**src/rtl/os_xor_pkg.sv**
```systemverilog
// Shared types and defaults for the XOR frame accumulator that follows the OS_XOR2 product stage.
package os_xor_pkg;

    localparam int W_DEF     = 7;
    localparam int LEN_W_DEF = 8;

    typedef enum logic [1:0] {
        IDLE  = 2'd0,
        ACCUM = 2'd1,
        HOLD  = 2'd2
    } acc_state_e;

    typedef struct packed {
        logic [W_DEF-1:0]     data;
        logic [LEN_W_DEF-1:0] frame_id;
    } syndrome_t;

endpackage

```
**src/rtl/os_xor_out_slot.sv**
```systemverilog
// Single-entry valid/ready output register; a load wins over an emit in the same cycle so the slot refills without a bubble.
module os_xor_out_slot #(
    parameter int W     = 7,
    parameter int LEN_W = 8
) (
    input  logic             clk,
    input  logic             rst_n,
    input  logic             load,
    input  logic             emit,
    input  logic [W-1:0]     load_data,
    output logic             out_valid,
    output logic [W-1:0]     out_data,
    output logic [LEN_W-1:0] frame_id
);

    // Slot contents and the running frame sequence number.
    always_ff @(posedge clk) begin
        if (!rst_n) begin
            out_valid <= 1'b0;
            out_data  <= {W{1'b0}};
            frame_id  <= {LEN_W{1'b0}};
        end else if (load) begin
            out_valid <= 1'b1;
            out_data  <= load_data;
            frame_id  <= frame_id + LEN_W'(1);
        end else if (emit) begin
            out_valid <= 1'b0;
        end else begin
            out_valid <= out_valid;
        end
    end

endmodule

```
**src/rtl/os_xor_frame_accum.sv**
```systemverilog
// Folds product-stage words into a per-frame XOR syndrome and hands each syndrome to a one-entry output slot.
module os_xor_frame_accum
    import os_xor_pkg::*;
#(
    parameter int W     = W_DEF,
    parameter int LEN_W = LEN_W_DEF
) (
    input  logic             clk,
    input  logic             rst_n,
    input  logic             clear,
    input  logic             in_valid,
    output logic             in_ready,
    input  logic [W-1:0]     in_data,
    input  logic [LEN_W-1:0] frame_len,
    output logic             out_valid,
    input  logic             out_ready,
    output logic [W-1:0]     out_data,
    output logic             out_parity,
    output logic [LEN_W-1:0] out_frame_id
);

    function automatic logic calc_parity(input logic [W-1:0] d);
        return ^d;
    endfunction

    acc_state_e       state_r;
    acc_state_e       state_nxt_s;
    logic [W-1:0]     acc_r;
    logic [LEN_W-1:0] cnt_r;
    logic [LEN_W-1:0] len_r;
    logic [LEN_W-1:0] len_m1_s;
    logic [W-1:0]     acc_nxt_s;
    logic [W-1:0]     load_data_s;
    logic             accept_s;
    logic             emit_s;
    logic             last_s;
    logic             slot_free_s;
    logic             load_s;

    // in_ready depends on state and control inputs only, never on out_ready.
    assign in_ready    = rst_n && !clear && (state_r != HOLD);
    assign accept_s    = in_valid && in_ready;
    assign emit_s      = out_valid && out_ready;
    assign slot_free_s = !out_valid || emit_s;
    // len_r == 0 wraps to all-ones, so a zero length runs for 2^LEN_W beats.
    assign len_m1_s    = len_r - LEN_W'(1);
    assign out_parity  = calc_parity(out_data);

    // Last-beat detection and the accumulator value after this beat.
    always_comb begin
        last_s    = 1'b0;
        acc_nxt_s = acc_r ^ in_data;
        case (state_r)
            IDLE: begin
                last_s    = (frame_len == LEN_W'(1));
                acc_nxt_s = in_data;
            end
            ACCUM: begin
                last_s    = (cnt_r == len_m1_s);
                acc_nxt_s = acc_r ^ in_data;
            end
            HOLD: begin
                last_s    = 1'b0;
                acc_nxt_s = acc_r;
            end
            default: begin
                last_s    = 1'b0;
                acc_nxt_s = acc_r;
            end
        endcase
    end

    // FSM state register.
    always_ff @(posedge clk) begin
        if (!rst_n) begin
            state_r <= IDLE;
        end else begin
            state_r <= state_nxt_s;
        end
    end

    // FSM next-state logic; clear always returns to IDLE, dropping any held result.
    always_comb begin
        state_nxt_s = state_r;
        if (clear) begin
            state_nxt_s = IDLE;
        end else begin
            case (state_r)
                IDLE: begin
                    if (accept_s && last_s) begin
                        state_nxt_s = slot_free_s ? IDLE : HOLD;
                    end else if (accept_s) begin
                        state_nxt_s = ACCUM;
                    end else begin
                        state_nxt_s = IDLE;
                    end
                end
                ACCUM: begin
                    if (accept_s && last_s) begin
                        state_nxt_s = slot_free_s ? IDLE : HOLD;
                    end else begin
                        state_nxt_s = ACCUM;
                    end
                end
                HOLD: begin
                    if (emit_s) begin
                        state_nxt_s = IDLE;
                    end else begin
                        state_nxt_s = HOLD;
                    end
                end
                default: state_nxt_s = IDLE;
            endcase
        end
    end

    // FSM outputs: when and what to load into the output slot.
    always_comb begin
        load_s      = 1'b0;
        load_data_s = acc_nxt_s;
        case (state_r)
            IDLE, ACCUM: begin
                load_s      = accept_s && last_s && slot_free_s;
                load_data_s = acc_nxt_s;
            end
            HOLD: begin
                load_s      = emit_s && !clear;
                load_data_s = acc_r;
            end
            default: begin
                load_s      = 1'b0;
                load_data_s = acc_nxt_s;
            end
        endcase
    end

    // Accumulator, beat counter and latched frame length.
    always_ff @(posedge clk) begin
        if (!rst_n) begin
            acc_r <= {W{1'b0}};
            cnt_r <= {LEN_W{1'b0}};
            len_r <= {LEN_W{1'b0}};
        end else if (clear) begin
            acc_r <= {W{1'b0}};
            cnt_r <= {LEN_W{1'b0}};
        end else if (accept_s) begin
            acc_r <= acc_nxt_s;
            if (state_r == IDLE) begin
                len_r <= frame_len;
                cnt_r <= LEN_W'(1);
            end else begin
                cnt_r <= cnt_r + LEN_W'(1);
            end
        end else begin
            acc_r <= acc_r;
        end
    end

    os_xor_out_slot #(
        .W     (W),
        .LEN_W (LEN_W)
    ) u_slot (
        .clk       (clk),
        .rst_n     (rst_n),
        .load      (load_s),
        .emit      (emit_s),
        .load_data (load_data_s),
        .out_valid (out_valid),
        .out_data  (out_data),
        .frame_id  (out_frame_id)
    );

endmodule

```
**config.mk**
```make
export PLATFORM = sky130hd
export DESIGN_NAME = os_xor_frame_accum
export DESIGN_NICKNAME = d
export VERILOG_FILES = /design/src/rtl/os_xor_pkg.sv /design/src/rtl/os_xor_out_slot.sv /design/src/rtl/os_xor_frame_accum.sv
export SDC_FILE = /design/constraint.sdc
export NUM_CORES = 1
export LEC_CHECK = 0
export BUFFER_PORTS_ARGS = -buffer_cell sky130_fd_sc_hd__buf_2
export CORE_MARGIN = 2
export CORE_UTILIZATION = 50
export CTS_CLUSTER_SIZE = 8
export DETAILED_ROUTE_END_ITERATION = 16
export GPL_ROUTABILITY_DRIVEN = 0
export PLACE_DENSITY = 0.75
export SETUP_SLACK_MARGIN = 0.3
export SLEW_MARGIN = 20
export SYNTH_ARGS = -nofsm -noshare
export SYNTH_HDL_FRONTEND = slang
export SYNTH_HIERARCHICAL = 1
export SYNTH_SLANG_ARGS = --single-unit
export TNS_END_PERCENT = 5
```
**constraint.sdc**
```tcl
create_clock -name clk -period 2.7 [get_ports clk]
set_input_delay 0.27 -clock clk [delete_from_list [all_inputs] [get_ports clk]]
set_output_delay 0.27 -clock clk [all_outputs]
set_load 0.005 [all_outputs]
```
==> qor.csv <==
metric,value,unit
fin_worst_skew,8.69,ps
syn_to_final_growth,17.0,%
setup_viol,0,
slew_viol_final,0,
drt_iter0_drc,87,
core-area,4350,um2
drive_above_1_share,20.9,%
cts_max_path_buffers,2,
worst_slew_pin_slew,610,ps
slew_headroom,59.3,%
period_minus_slack,2400,ps
fin_nets,318,
fp.dieArea,5070,um2
postRouteAntennaNets,0,
start_util,51.8,%
worstPathArrival,2600,ps
synth_top_area_share,36.4,%
numCtsBuffers,5,
path_max_fanout,8,
critPathBufInv,2,
power.leakage,0.00115,uW
cts_tree,done,
htreeDepth,2,
first_global_vias,1857,
netlist_instances,259,
peakVddDrop,0.275,mV
power,1270,uW
yosys-top-cells-area,"dfxtp_1 36%, xnor2_1 5.0%, xor2_1 5.0%",
insertion_delay,300,ps
startpoint_type,flop,
hold_path_class,input pin to flop,
vias,1950,
ys_warn_count,6,
outcome,"finished, final reports clean",
grt_first_pass_wirelength,8.16,mm
dp.cells,338,
critPathTopFamily,compound AO/OA/AOI/OAI gates,
fp.dieW,71.2,um
drcViolationCount,0,
yosysSeqAreaShare,36.4,%
grt_overflow,0,
ctsHoldBuffers,0,
yosysTopAreaCell,dfxtp_1,
port-buffer-count,37,
wirelength,4.77,mm
syn_area_per_cell,8.71,um2
drt-vias-per-instance,5.60,
final-instance-count-excl-fill,348,
pwr_density_cell,483,nW/um2
syn_nets,282,
antennaDiodeCount,0,
max_stage_delay,390,ps
cp_slowest_cell,dfxtp_2,
cp_cell_sequence,inv_1 -> ha_4 -> o21ba_4 -> a221oi_2 -> a41oi_1 -> nor4_2 -> a21oi_2 -> o32ai_4 -> nand4_1 -> buf_4 -> xnor2_1 -> and2_1,
io_pins,38,
grt_usage,19.8,%
setup_tns,0,ps
end_kind,flop,
cp.required,2900,ps
hpwl,3.42,mm
clkSinkCount,41,
antenna_found_initial,0,
cts-root-buf,clkbuf_8,
synth-seq-cells,41,
rsz0062_at_grt,true,
netlist_area,2260,um2
drtPass1Iterations,4,
hold_viol_final,0,
path_clk_slew,80,ps
grt_max_degree,26,
die_h,71.2,um
min_period_over_period,88.9,%
avgRoutedWirePerCell,13.7,um
max-cap-violations,0,
synth_cell_types,43,
critical_path_class,flop to flop,
clock.fmax,417,MHz
rows,24,
==> worst reg2reg max path, delay by kind of cell, from the launching register on <==
family          cells  cell delay, ps
xor+xnor            1             110
simple gates        3             530
compound gates      5             820
flops               1             390
buf+inv             2             270
fa+ha+maj           1             190
==> flip-flops by register name, indices dropped and copies added (netlist names) <==
signal,cells
acc_r,7
state_r,2
len_r,8
u_slot/frame_id,8
cnt_r,8
u_slot/out_valid,1
u_slot/out_data,7
==> power by group <==
part           internal [uW]  switching [uW]  total (uW)  leakage, uW
registers                613            10.5         624     0.000332
clock network            301             228         529    0.0000574
logic                   59.9            61.6         121     0.000756
total                    974             300        1270      0.00115
==> synthesized netlist by cell type <==
cell      count
a221oi_2      1
buf_2         7
a211oi_1      1
nand3b_1      1
nor2_1       11
nand2b_1      4
xnor2_1      13
o21ai_0       5
clkbuf_1      3
nor3_1        2
nand3_1      14
o21ba_1       1
a21boi_1      9
buf_4         3
nor4_2        2
buf_6         1
a21oi_2       1
nand4b_1      1
o22a_1        7
a21o_1        7
xor2_1       13
nor4_1        1
ha_1          3
a21boi_0      2
and2_1        5
or3_1         4
nor4b_1       1
a41oi_1       3
mux2i_1       8
and4_1        1
o21a_1        8
nand2_1      28
buf_1         1
nand4_1       4
dfxtp_1      41
and2b_1       1
a21oi_1       3
nor2b_1      17
o21bai_1      1
inv_1         4
and3_1       13
o32ai_1       2
a31o_1        1
==> through the flow <==
stage | worst slack [ps] | hold WS [ps] | area (um2) | utilization [%]
after CTS | 281 | 209 | 2630 | 60.4
after floorplan | 222 | 397 | 2290 | -
after global placement | 209 | 468 | 2490 | 57.2
after global routing | 93.4 | 218 | 2640 | 60.6
final | 300 | 213 | 2640 | 60.6
after detailed placement | 139 | 478 | 2490 | 57.2
==> area by class of cell <==
type	count	area, um2
Sequential cell	41	823
Fill cell	386	1720
Multi-Input combinational cell	199	1370
Timing Repair Buffer	44	241
Clock buffer	6	82.6
Tap cell	52	65.1
Clock inverter	2	37.5
Inverter	4	15.0
==> cell usage in the layout (no fill, tap or decap), types with 7 or more instances in the layout <==
master,instances
dfxtp_1,39
buf_2,37
nand2_1,28
nor2b_1,17
nand3_1,14
xor2_1,13
xnor2_1,13
and3_1,13
nor2_1,11
a21boi_1,9
o21a_1,8
mux2i_1,8
o22a_1,7
a21o_1,7
==> path summary, 6_finish.rpt <==
check	startpoint	end	slack, ps	cells past startpoint
worst max-delay path	len_r[1]	u_slot/frame_id[3]	300	12
worst min-delay path	frame_len[0]	len_r[0]	210	3
worst max register to register	len_r[1]	u_slot/frame_id[3]	300	12
worst min register to register	len_r[7]	len_r[7]	490	2
==> cell families after synthesis <==
family	share of synthesized area (%)
mux	3.55
simple gates	26.3
buf+inv	4.38
fa+ha+maj	1.66
xor+xnor	10.1
compound gates	17.6
flops	36.4
==> routing by layer <==
layer,up-vias,GRT usage [%],share of wire [%]
met5,-,0,0
met4,0,6.92,1.1
met3,6,4.42,3.7
met2,39,33.2,48
met1,924,25.1,47
li1,981,-,-
==> what timing repair did <==
action	CTS	global route
gates cloned	0	0
endpoints found under the setup margin	15	13
buffers inserted	1	1
gates resized for setup	2	0
pin swaps	3	1
Power figures use the tool's default switching activity.
